### config.mk
export PLATFORM = sky130hd
export DESIGN_NAME = brushless_commutator
export DESIGN_NICKNAME = d
export VERILOG_FILES = /design/src/rtl/brushless_pkg.sv /design/src/rtl/hall_filter.sv /design/src/rtl/brushless_commutator.sv
export SDC_FILE = /design/constraint.sdc
export NUM_CORES = 1
export LEC_CHECK = 0
export BUFFER_PORTS_ARGS = -buffer_cell sky130_fd_sc_hd__buf_2
export CAP_MARGIN = 20
export CORE_MARGIN = 4
export CORE_UTILIZATION = 35
export DETAILED_ROUTE_END_ITERATION = 10
export PLACE_DENSITY = 0.64
export SETUP_SLACK_MARGIN = 0.4
export SYNTH_ARGS = -nofsm -noshare
export SYNTH_HDL_FRONTEND = slang
export SYNTH_HIERARCHICAL = 1
export SYNTH_SLANG_ARGS = --single-unit
### constraint.sdc
create_clock -name clk -period 4.4 [get_ports clk]
set_input_delay 0.88 -clock clk [delete_from_list [all_inputs] [get_ports clk]]
set_output_delay 0.88 -clock clk [all_outputs]
set_load 0.01 [all_outputs]
### src/rtl/brushless_pkg.sv
// Shared types and helpers for the six-step BLDC commutator: phase select codes,
// FSM states, Hall step codes and the Hall-to-phase decode.
package brushless_pkg;

  typedef enum logic [1:0] {
    PH_HIGH_Z  = 2'b00,
    PH_FORWARD = 2'b01,
    PH_REVERSE = 2'b10,
    PH_BRAKE   = 2'b11
  } phase_sel_t;

  typedef struct packed {
    phase_sel_t grn;
    phase_sel_t ylw;
    phase_sel_t blu;
  } phase_set_t;

  typedef enum logic [1:0] {
    RUN   = 2'b00,
    DEAD  = 2'b01,
    BRAKE = 2'b10,
    FAULT = 2'b11
  } comm_state_t;

  // Forward electrical rotation order of the Hall code {grn,ylw,blu}
  localparam logic [2:0] HALL_S0 = 3'b101;
  localparam logic [2:0] HALL_S1 = 3'b100;
  localparam logic [2:0] HALL_S2 = 3'b110;
  localparam logic [2:0] HALL_S3 = 3'b010;
  localparam logic [2:0] HALL_S4 = 3'b011;
  localparam logic [2:0] HALL_S5 = 3'b001;

  localparam phase_set_t ALL_HIGH_Z = '{PH_HIGH_Z, PH_HIGH_Z, PH_HIGH_Z};
  localparam phase_set_t ALL_BRAKE  = '{PH_BRAKE, PH_BRAKE, PH_BRAKE};

  function automatic logic hall_valid(input logic [2:0] hall);
    return (hall != 3'b000) && (hall != 3'b111);
  endfunction

  function automatic logic [2:0] hall_pos(input logic [2:0] hall);
    case (hall)
      HALL_S0: return 3'd0;
      HALL_S1: return 3'd1;
      HALL_S2: return 3'd2;
      HALL_S3: return 3'd3;
      HALL_S4: return 3'd4;
      HALL_S5: return 3'd5;
      default: return 3'd7;
    endcase
  endfunction

  function automatic logic [2:0] pos_next(input logic [2:0] pos);
    return (pos == 3'd5) ? 3'd0 : pos + 3'd1;
  endfunction

  function automatic logic hall_adjacent(input logic [2:0] a, input logic [2:0] b);
    logic [2:0] pa;
    logic [2:0] pb;
    pa = hall_pos(a);
    pb = hall_pos(b);
    return (pos_next(pa) == pb) || (pos_next(pb) == pa);
  endfunction

  function automatic phase_sel_t flip_dir(input phase_sel_t p);
    case (p)
      PH_FORWARD: return PH_REVERSE;
      PH_REVERSE: return PH_FORWARD;
      default:    return p;
    endcase
  endfunction

  function automatic phase_set_t hall_decode(input logic [2:0] hall, input logic dir);
    phase_set_t p;
    case (hall)
      HALL_S0: p = '{PH_FORWARD, PH_REVERSE, PH_HIGH_Z};
      HALL_S1: p = '{PH_FORWARD, PH_HIGH_Z, PH_REVERSE};
      HALL_S2: p = '{PH_HIGH_Z, PH_FORWARD, PH_REVERSE};
      HALL_S3: p = '{PH_REVERSE, PH_FORWARD, PH_HIGH_Z};
      HALL_S4: p = '{PH_REVERSE, PH_HIGH_Z, PH_FORWARD};
      HALL_S5: p = '{PH_HIGH_Z, PH_REVERSE, PH_FORWARD};
      default: p = ALL_HIGH_Z;
    endcase
    if (dir) begin
      p.grn = flip_dir(p.grn);
      p.ylw = flip_dir(p.ylw);
      p.blu = flip_dir(p.blu);
    end else begin
      p = p;
    end
    return p;
  endfunction

endpackage

### src/rtl/hall_filter.sv
// Hall input synchroniser plus debounce: a synchronised code is accepted into
// hall_q only after FILT_CYC stable cycles; hall_chg pulses when hall_q changes.
module hall_filter
  import brushless_pkg::*;
#(
  parameter int SYNC_STAGES = 2,
  parameter int FILT_CYC    = 3
) (
  input  logic       clk,
  input  logic       rst,
  input  logic [2:0] hall_raw,
  output logic [2:0] hall_q,
  output logic       hall_chg
);

  localparam int CNT_W = (FILT_CYC > 1) ? $clog2(FILT_CYC) : 1;
  localparam logic [CNT_W-1:0] STAB_MAX = CNT_W'((FILT_CYC > 0) ? FILT_CYC - 1 : 0);

  logic [SYNC_STAGES-1:0][2:0] sync_r;
  logic [2:0]       cand_s;
  logic [2:0]       last_r;
  logic [CNT_W-1:0] stab_r;
  logic             load_s;
  logic [2:0]       hall_r;
  logic             chg_r;

  assign cand_s = sync_r[SYNC_STAGES-1];

  generate
    if (FILT_CYC == 0) begin : g_bypass
      assign load_s = 1'b1;
    end else begin : g_filter
      assign load_s = (cand_s == last_r) && (stab_r == STAB_MAX);
    end
  endgenerate

  // Synchroniser chain and stability counter; counter saturates once stable
  always_ff @(posedge clk or posedge rst) begin
    if (rst) begin
      sync_r <= '{default: 3'b000};
      last_r <= 3'b000;
      stab_r <= {CNT_W{1'b0}};
    end else begin
      sync_r <= {sync_r[SYNC_STAGES-2:0], hall_raw};
      if (cand_s != last_r) begin
        last_r <= cand_s;
        stab_r <= {CNT_W{1'b0}};
      end else if (stab_r != STAB_MAX) begin
        stab_r <= stab_r + CNT_W'(1);
      end else begin
        stab_r <= stab_r;
      end
    end
  end

  // Accepted Hall code and its one-cycle change strobe
  always_ff @(posedge clk or posedge rst) begin
    if (rst) begin
      hall_r <= 3'b000;
      chg_r  <= 1'b0;
    end else if (load_s) begin
      hall_r <= cand_s;
      chg_r  <= (cand_s != hall_r);
    end else begin
      hall_r <= hall_r;
      chg_r  <= 1'b0;
    end
  end

  assign hall_q   = hall_r;
  assign hall_chg = chg_r;

endmodule

### src/rtl/brushless_commutator.sv
// Six-step BLDC commutator: filtered Hall decode, dead-time, brake, invalid-Hall fault.
// Optional build macro HALL_SEQ_CHECK_EN faults on non-adjacent Hall steps.
module brushless_commutator
  import brushless_pkg::*;
#(
  parameter int SYNC_STAGES = 2,
  parameter int FILT_CYC    = 3,
  parameter int DEAD_CYC    = 4,
  parameter int BAD_LIMIT   = 64,
  parameter int MAG_W       = 12,
  parameter int DUTY_W      = 11
) (
  input  logic              clk,
  input  logic              rst,
  input  logic              hallGrn,
  input  logic              hallYlw,
  input  logic              hallBlu,
  input  logic              brake_n,
  input  logic              dir,
  input  logic              clr_fault,
  input  logic [MAG_W-1:0]  drv_mag,
  output logic [1:0]        selGrn,
  output logic [1:0]        selYlw,
  output logic [1:0]        selBlu,
  output logic [DUTY_W-1:0] duty,
  output logic              fault
);

  localparam int DEAD_W = (DEAD_CYC > 0) ? $clog2(DEAD_CYC + 1) : 1;
  localparam logic [DEAD_W-1:0] DEAD_LOAD = DEAD_W'(DEAD_CYC);
  localparam logic [DEAD_W-1:0] DEAD_ONE  = DEAD_W'(1);
  localparam logic              USE_DEAD  = (DEAD_CYC > 0);
  localparam int BAD_W = $clog2(BAD_LIMIT + 1);
  localparam logic [BAD_W-1:0] BAD_MAX = BAD_W'(BAD_LIMIT);
  localparam logic [DUTY_W-1:0] BRAKE_DUTY = {2'b11, {(DUTY_W-2){1'b0}}};

  logic [2:0]        hall_q;
  logic              hall_chg;
  logic [2:0]        hall_d_r;
  comm_state_t       state_r, state_s;
  logic [DEAD_W-1:0] dead_r, dead_s;
  logic [BAD_W-1:0]  bad_r, bad_s;
  phase_set_t        sel_r, sel_s, dec_s;
  logic [DUTY_W-1:0] duty_r, duty_s, run_duty_s;
  logic              fault_r;
  logic              valid_s, commute_s, seq_err_s;
  logic              mag_unused_s;

  hall_filter #(
    .SYNC_STAGES (SYNC_STAGES),
    .FILT_CYC    (FILT_CYC)
  ) u_hall_filter (
    .clk      (clk),
    .rst      (rst),
    .hall_raw ({hallGrn, hallYlw, hallBlu}),
    .hall_q   (hall_q),
    .hall_chg (hall_chg)
  );

  assign valid_s      = hall_valid(hall_q);
  assign dec_s        = hall_decode(hall_q, dir);
  // Only a valid-to-valid step is a commutation; leaving an invalid code drives at once
  assign commute_s    = hall_chg && valid_s && hall_valid(hall_d_r);
  assign run_duty_s   = {1'b1, drv_mag[MAG_W-1 -: DUTY_W-1]};
  assign mag_unused_s = ^drv_mag;

`ifdef HALL_SEQ_CHECK_EN
  assign seq_err_s = commute_s && !hall_adjacent(hall_d_r, hall_q);
`else
  assign seq_err_s = 1'b0;
`endif

  // Next-state, counters and next registered outputs
  always_comb begin
    state_s = state_r;
    dead_s  = dead_r;
    bad_s   = bad_r;
    sel_s   = ALL_HIGH_Z;
    duty_s  = run_duty_s;
    case (state_r)
      RUN, DEAD: begin
        if (valid_s) begin
          bad_s = {BAD_W{1'b0}};
        end else if (bad_r != BAD_MAX) begin
          bad_s = bad_r + BAD_W'(1);
        end else begin
          bad_s = bad_r;
        end
        if ((bad_s == BAD_MAX) || seq_err_s) begin
          state_s = FAULT;
        end else if (!brake_n) begin
          state_s = BRAKE;
        end else if (commute_s && USE_DEAD) begin
          state_s = DEAD;
          dead_s  = DEAD_LOAD;
        end else if (state_r == DEAD) begin
          if (dead_r <= DEAD_ONE) begin
            state_s = RUN;
            dead_s  = {DEAD_W{1'b0}};
            sel_s   = dec_s;
          end else begin
            dead_s = dead_r - DEAD_ONE;
          end
        end else begin
          sel_s = dec_s;
        end
      end
      BRAKE: begin
        bad_s = {BAD_W{1'b0}};
        if (!brake_n) begin
          state_s = BRAKE;
        end else if (USE_DEAD) begin
          state_s = DEAD;
          dead_s  = DEAD_LOAD;
        end else begin
          state_s = RUN;
          sel_s   = dec_s;
        end
      end
      FAULT: begin
        bad_s = {BAD_W{1'b0}};
        if (clr_fault && valid_s && USE_DEAD) begin
          state_s = DEAD;
          dead_s  = DEAD_LOAD;
        end else if (clr_fault && valid_s) begin
          state_s = RUN;
          sel_s   = dec_s;
        end else begin
          state_s = FAULT;
        end
      end
      default: begin
        state_s = FAULT;
        bad_s   = {BAD_W{1'b0}};
      end
    endcase
    if (!brake_n) begin
      sel_s  = ALL_BRAKE;
      duty_s = BRAKE_DUTY;
    end else if (state_s == FAULT) begin
      sel_s  = ALL_HIGH_Z;
      duty_s = {DUTY_W{1'b0}};
    end else begin
      duty_s = run_duty_s;
    end
  end

  // State, counters and registered outputs
  always_ff @(posedge clk or posedge rst) begin
    if (rst) begin
      state_r  <= RUN;
      dead_r   <= {DEAD_W{1'b0}};
      bad_r    <= {BAD_W{1'b0}};
      sel_r    <= ALL_HIGH_Z;
      duty_r   <= {DUTY_W{1'b0}};
      fault_r  <= 1'b0;
      hall_d_r <= 3'b000;
    end else begin
      state_r  <= state_s;
      dead_r   <= dead_s;
      bad_r    <= bad_s;
      sel_r    <= sel_s;
      duty_r   <= duty_s;
      fault_r  <= (state_s == FAULT);
      hall_d_r <= hall_q;
    end
  end

  assign selGrn = sel_r.grn;
  assign selYlw = sel_r.ylw;
  assign selBlu = sel_r.blu;
  assign duty   = duty_r;
  assign fault  = fault_r;

endmodule

# Word level (Yosys, flattened, before mapping)
# Index checks and enable logic that the tools add are counted.
# W data, S select, Z words.
dict set report totals {
  out_inout_bits 18
  word_cells 99
  input_bits 20
  regBits 48
}
dict set report op_classes {
  magnitude_cmp 1
  mux 37
  eq_ne 30
  reduce_logical 13
  n_addsub 3
}
# op n
set ops {}
lappend ops {{$mux W6} 7}
lappend ops {{$pmux W6 S6} 1}
lappend ops {{$mux W11} 2}
lappend ops {{$mux W3} 7}
lappend ops {{$mux W7} 3}
lappend ops {{$mux W2} 9}
lappend ops {{$eq A2 B2 Y1 const B} 7}
lappend ops {{$pmux W7 S2} 1}
lappend ops {{$pmux W2 S2} 3}
lappend ops {{$pmux W6 S2} 1}
lappend ops {{$ne A2 B2 Y1 const B} 5}
lappend ops {{$eq A3 B3 Y1 const B} 3}
lappend ops {{$ne A3 B3 Y1 const B} 3}
lappend ops {{$pmux W3 S3} 1}
lappend ops {{$eq A2 B1 Y1 const B} 4}
lappend ops {{$add A7 B1 Y7 const B} 1}
lappend ops {{$eq A7 B7 Y1 const B} 1}
lappend ops {{$ne A7 B7 Y1 const B} 1}
lappend ops {{$eq A3 B2 Y1 const B} 2}
lappend ops {{$logic_and A1 B1 Y1} 6}
lappend ops {{$ne A3 B3 Y1} 2}
lappend ops {{$pmux W2 S3} 1}
lappend ops {{$reduce_bool A3 Y1} 2}
lappend ops {{$reduce_and A5 Y1} 1}
lappend ops {{9 further kinds} 10}

# Depth between registers and ports, before layout
dict set report depth {
  word_depth 12
  mapped_depth 9
}

# Modules after synthesis
# The synthesis kept the hierarchy.
# module n_inst area_per_inst_um2 cells_each seq_area_each_um2
set by_module_without_submodules {}
lappend by_module_without_submodules {brushless_commutator 1 1595.3 159 825.8}
lappend by_module_without_submodules {hall_filter 1 541.8 38 375.4}

# Least setup slack after synthesis
# OpenSTA, ideal clock, no wires.
dict set report synth_timing {
  path_kind {reg2reg}
  start {register bad_r[0]}
  end {register duty_r[10], in the netlist duty[10]}
  synth_period_minus_slack_ps 1965
  path_buffers 1
  stages_incl_launch_ff 9
  setup_ps 124
  slack_ps 2435
  t_arrival_ps 1841
  cell_sequence {dfrtp_1 ha_1 nand4_2 nor2_2 xor2_1 o2111ai_4 a21o_1 buf_6 or2_1}
}
dict set report synth_via {
  elab_chain_cells 10
  word_cells_on_any_way 11
}
# item line_no
set synth_lines {}
lappend synth_lines {{start, declared} brushless_commutator.sv:42} ;# logic [BAD_W-1:0] bad_r, bad_s;
lappend synth_lines {{start signal, assigned} brushless_commutator.sv:153} ;# bad_r <= {BAD_W{1'b0}};
lappend synth_lines {{start signal, assigned} brushless_commutator.sv:161} ;# bad_r <= bad_s;
lappend synth_lines {{$add A7 B1 Y7 or $ne A7 B7 Y1 (tied branches)} {brushless_commutator.sv:85, brushless_commutator.sv:84}}
lappend synth_lines {{$mux W7 (*)} brushless_commutator.sv:84} ;# end else if (bad_r != BAD_MAX) begin
lappend synth_lines {{$mux W7 (*)} brushless_commutator.sv:82} ;# if (valid_s) begin
lappend synth_lines {{$mux W7 (*)} brushless_commutator.sv:80} ;# case (state_r)
lappend synth_lines {{$eq A7 B7 Y1 (*)} brushless_commutator.sv:89} ;# if ((bad_s == BAD_MAX) || seq_err_s) begin
lappend synth_lines {{$mux W2 (*)} brushless_commutator.sv:89}
lappend synth_lines {{$pmux W2 S3 (*)} brushless_commutator.sv:80}
lappend synth_lines {{$eq A2 B2 Y1 (*)} brushless_commutator.sv:140} ;# end else if (state_s == FAULT) begin
lappend synth_lines {{$mux W11 (*)} brushless_commutator.sv:140}
lappend synth_lines {{$mux W11 (*)} brushless_commutator.sv:137} ;# if (!brake_n) begin
lappend synth_lines {{named net duty_s[10]} brushless_commutator.sv:44} ;# logic [DUTY_W-1:0] duty_r, duty_s, run_duty_s;
lappend synth_lines {{end signal, assigned} brushless_commutator.sv:155} ;# duty_r <= {DUTY_W{1'b0}};
lappend synth_lines {{end signal, assigned} brushless_commutator.sv:163} ;# duty_r <= duty_s;
lappend synth_lines {{end, declared} brushless_commutator.sv:44}
# Mark *: on every way through the listed nets, which the timed path passes. The rest lies on a longest branch. The select of a mux whose other input is x is not followed.
# A chain may end at the register's enable or synchronous reset.

# Final worst setup path
dict set report layout_timing {
  start {register bad_r[0]}
  end {register duty_r[1], in the netlist duty[1]}
}
# Same word-level chain as after synthesis.

==> results.json <==
{
  "cts_hold_buf": 0,
  "power.ir.vdd_worst_mv": 0.2513,
  "synthToLayoutAreaGrowth_pct": 13.99,
  "drv.max_cap_violation_count": 0,
  "fmaxAchievable_mhz": 458.5,
  "r2r_path_end": "duty[1]",
  "required_ps": 4590,
  "final_cells": 305,
  "synth_flop_cell": "sky130_fd_sc_hd__dfrtp_1",
  "vias_in_the_first_global_route": 1434,
  "end_kind": "flip-flop",
  "clk_pin_slew_ps": 90,
  "async_reset_ff_share_pct": 100.0,
  "synth.ff_latch_count": 48,
  "postRouteAntennaNets": 0,
  "worst_r2r_path_depth": 7,
  "finalSetupViolations": 0,
  "number_of_antenna_violations_at_the_first_check_in_global_routing": 0,
  "drt_drc_violations_left": 0,
  "total_power_mw": 1.093,
  "synth.yosys.warnings": 6,
  "grt_first_pass_wirelength_um": 6486,
  "hold_path_class": "flip-flop to flip-flop",
  "post-place-ws_ps": 1987,
  "timing.final.crit_period_ps": 2181,
  "fin_hold_ws_ps": 353.0,
  "synth_area_leaders": "sky130_fd_sc_hd__dfrtp_1, sky130_fd_sc_hd__nor2_1, sky130_fd_sc_hd__xnor2_1",
  "post_synth_instance_area_mm2": 0.002137,
  "post_detail_place_hpwl_um": 2655,
  "total_overflow_reported_by_the_global_router": 0,
  "die_area_mm2": 0.007420,
  "dpl.cell_count": 298,
  "yosysTopAreaCellShare_pct": 56.21,
  "groute.usage.overall_pct": 10.90,
  "start_util_pct": 36.09,
  "cp_data_arrival_time_ps": 2370,
  "cts-buffers-inserted": 5,
  "worst_pin_slew_ps": 530.8,
  "layout-drive-gt1-share_pct": 23.91,
  "setup_tns_ps": 0,
  "rr_startpoint": "bad_r[0]",
  "slew_viol_final": 0,
  "design.portCount": 38,
  "timing.critical_path.to": "duty[1]",
  "post_cts.repair.setup_buffers": 0,
  "netlist_instances": 197,
  "synth_nets": 222,
  "cts-htree-levels": 2,
  "insertedDiodeCount": 0,
  "clock-skew-final_ps": 8.710,
  "synth_cell_types": 38,
  "power.static_leakage_nw": 1.188,
  "routabilityCongestion": 0.7833,
  "detailroute.via_count": 1466,
  "dieHeight_um": 86.14,
  "clock_tree_from_tritoncts": "built",
  "num-nets-final": 255,
  "worstPathCellList": "ha_1 -> nand4_2 -> nor2_2 -> xor2_1 -> o2111ai_4 -> a21o_1 -> and3_2",
  "finalWorstSetupSlack_ps": 2219,
  "wl_um": 3678,
  "die_w_um": 86.14,
  "root_buffer": "sky130_fd_sc_hd__clkbuf_8",
  "clockBufferDepth": 2,
  "average_routed_wire_per_standard_cell_um": 12.06,
  "floorplan.rows": 28,
  "path_max_fanout": 12,
  "detailedRoute.firstPassIterationCount": 4,
  "detailedRoute.firstIterationViolations": 139,
  "insertion_delay_ps": 290,
  "cpPeakStageDelay_ps": 430,
  "cpMaxStageDelayCell": "sky130_fd_sc_hd__dfrtp_1",
  "route.detailed.vias_per_inst": 4.807,
  "coreArea_mm2": 0.005921,
  "worstSetupStartpoint": "bad_r[0]",
  "max-slew-margin-rel_pct": 64.57,
  "synth_edf_count": 0,
  "post_cts_resized": 0,
  "final_hold_viol_count": 0,
  "grt_max_degree": 34,
  "path_class": "flip-flop to flip-flop",
  "run_status": "complete, no violations",
  "place.port_buffers": 35,
  "power_density_mw_per_mm2": 448.6,
  "sink_count_of_the_clock_tree": 48,
  "synth.avg_cell_area_um2": 10.85,
  "synth_area_leader_cell": "sky130_fd_sc_hd__dfrtp_1",
  "worst_setup_path_start_kind": "flip-flop",
  "yosysSeqAreaShare_pct": 56.21,
  "fin_crit_sh_pct": 49.57,
  "grt_setup_unrepaired": "no",
  "worst-r2r-setup-slack_ps": 2220
}
[layout make-up]
cell class	instances	area [um2]
clock inverter	1	8.758
multi-input combinational	127	822.0
sequential	48	1201
fill	561	3485
timing repair buffer	36	182.7
clock buffer	6	82.58
inverter	12	45.04
tap	75	93.84
[through the flow]
stage / cell area, um2 / utilization (%)
after CTS: 2436 / 41.15
after floorplan: 2137 / -
final: 2436 / 41.15
after global placement: 2345 / 39.60
after detailed placement: 2345 / 39.60
after global routing: 2436 / 41.15
[cells in the final DEF, fill, tap and decap left out, types with 2 or more instances in the layout]
cell | netlist | routed
sky130_fd_sc_hd__a21o_1 | 2 | 2
sky130_fd_sc_hd__a21oi_1 | 12 | 12
sky130_fd_sc_hd__a31oi_1 | 3 | 3
sky130_fd_sc_hd__and2_1 | 2 | 2
sky130_fd_sc_hd__and3_1 | 8 | 8
sky130_fd_sc_hd__and3_2 | 2 | 2
sky130_fd_sc_hd__buf_2 | 2 | 35
sky130_fd_sc_hd__clkbuf_8 | 0 | 6
sky130_fd_sc_hd__dfrtp_1 | 48 | 48
sky130_fd_sc_hd__ha_1 | 5 | 5
sky130_fd_sc_hd__inv_1 | 12 | 12
sky130_fd_sc_hd__mux2_2 | 3 | 3
sky130_fd_sc_hd__nand2_1 | 6 | 6
sky130_fd_sc_hd__nand3_1 | 7 | 7
sky130_fd_sc_hd__nand4_1 | 4 | 4
sky130_fd_sc_hd__nor2_1 | 26 | 26
sky130_fd_sc_hd__nor2_2 | 2 | 2
sky130_fd_sc_hd__nor3_1 | 4 | 4
sky130_fd_sc_hd__o21ai_0 | 9 | 9
sky130_fd_sc_hd__o2bb2ai_1 | 3 | 3
sky130_fd_sc_hd__or2_1 | 2 | 2
sky130_fd_sc_hd__xnor2_1 | 10 | 10
sky130_fd_sc_hd__xor2_1 | 4 | 4
[routing by layer]
metal / GRT usage (%) / vias up / part of all wire, %
met1: 13.85 / 716 / 46
met3: 3.074 / 2 / 3.6
met2: 18.15 / 16 / 50
met5: 0 / - / 0
li1: - / 732 / -
met4: 3.022 / 0 / 0.63
[report_power, final]
part           total, mW  internal, mW  switching (mW)
clock              0.263         0.125           0.138
combinational      0.281         0.116           0.165
sequential         0.548         0.501          0.0468
total               1.09         0.743           0.350
[cell usage after synthesis (5+ instances only)]
library cell	n
sky130_fd_sc_hd__o21ai_0	9
sky130_fd_sc_hd__dfrtp_1	48
sky130_fd_sc_hd__inv_1	12
sky130_fd_sc_hd__a21oi_1	12
sky130_fd_sc_hd__nand3_1	7
sky130_fd_sc_hd__xnor2_1	10
sky130_fd_sc_hd__nor2_1	26
sky130_fd_sc_hd__and3_1	8
sky130_fd_sc_hd__nand2_1	6
sky130_fd_sc_hd__ha_1	5
[how the worst min path moves through the flow]
stage | startpoint | to | slack (ps) | cells after the start
floorplan | u_hall_filter/sync_r[0] | u_hall_filter/cand_s[0] | 330 | 0
global placement | u_hall_filter/sync_r[1] | u_hall_filter/cand_s[1] | 330 | 0
detailed placement | u_hall_filter/sync_r[1] | u_hall_filter/cand_s[1] | 340 | 0
CTS | u_hall_filter/sync_r[1] | u_hall_filter/cand_s[1] | 360 | 0
global route | u_hall_filter/sync_r[0] | u_hall_filter/cand_s[0] | 360 | 0
finish | u_hall_filter/sync_r[1] | u_hall_filter/cand_s[1] | 350 | 0
[registers in the layout, summed over array words and instances (netlist names)]
| name | count |
|---|---|
| bad_r | 7 |
| dead_r | 3 |
| duty | 11 |
| fault | 1 |
| hall_d_r | 3 |
| selBlu | 2 |
| selGrn | 2 |
| selYlw | 2 |
| state_r | 2 |
| u_hall_filter/cand_s | 3 |
| u_hall_filter/hall_chg | 1 |
| u_hall_filter/hall_q | 3 |
| u_hall_filter/last_r | 3 |
| u_hall_filter/stab_r | 2 |
| u_hall_filter/sync_r | 3 |
[kinds of logic (layout without fill, tap and decap cells)]
| kind of cell | count (synthesis) | in the layout | share of synthesized area, % |
|---|---|---|---|
| adder cells (fa/ha/maj) | 5 | 5 | 2.927 |
| AO/OA/AOI/OAI | 33 | 33 | 10.07 |
| buffers and inverters | 22 | 55 | 5.327 |
| XOR/XNOR | 14 | 14 | 5.737 |
| multiplexers | 3 | 3 | 1.581 |
| flip-flops | 48 | 48 | 56.21 |
| AND/OR/NAND/NOR | 72 | 72 | 18.15 |
[worst max-delay path: cells and delay by family, from the launching register on]
kind	cells	cell delay (ps)
adders and majority gates	1	300
AOI/OAI and AO/OA	2	540
DFF	1	430
and+or+nand+nor	3	560
xor gates and xnor gates	1	250
Note: power is estimated with default switching activity, not from simulation.
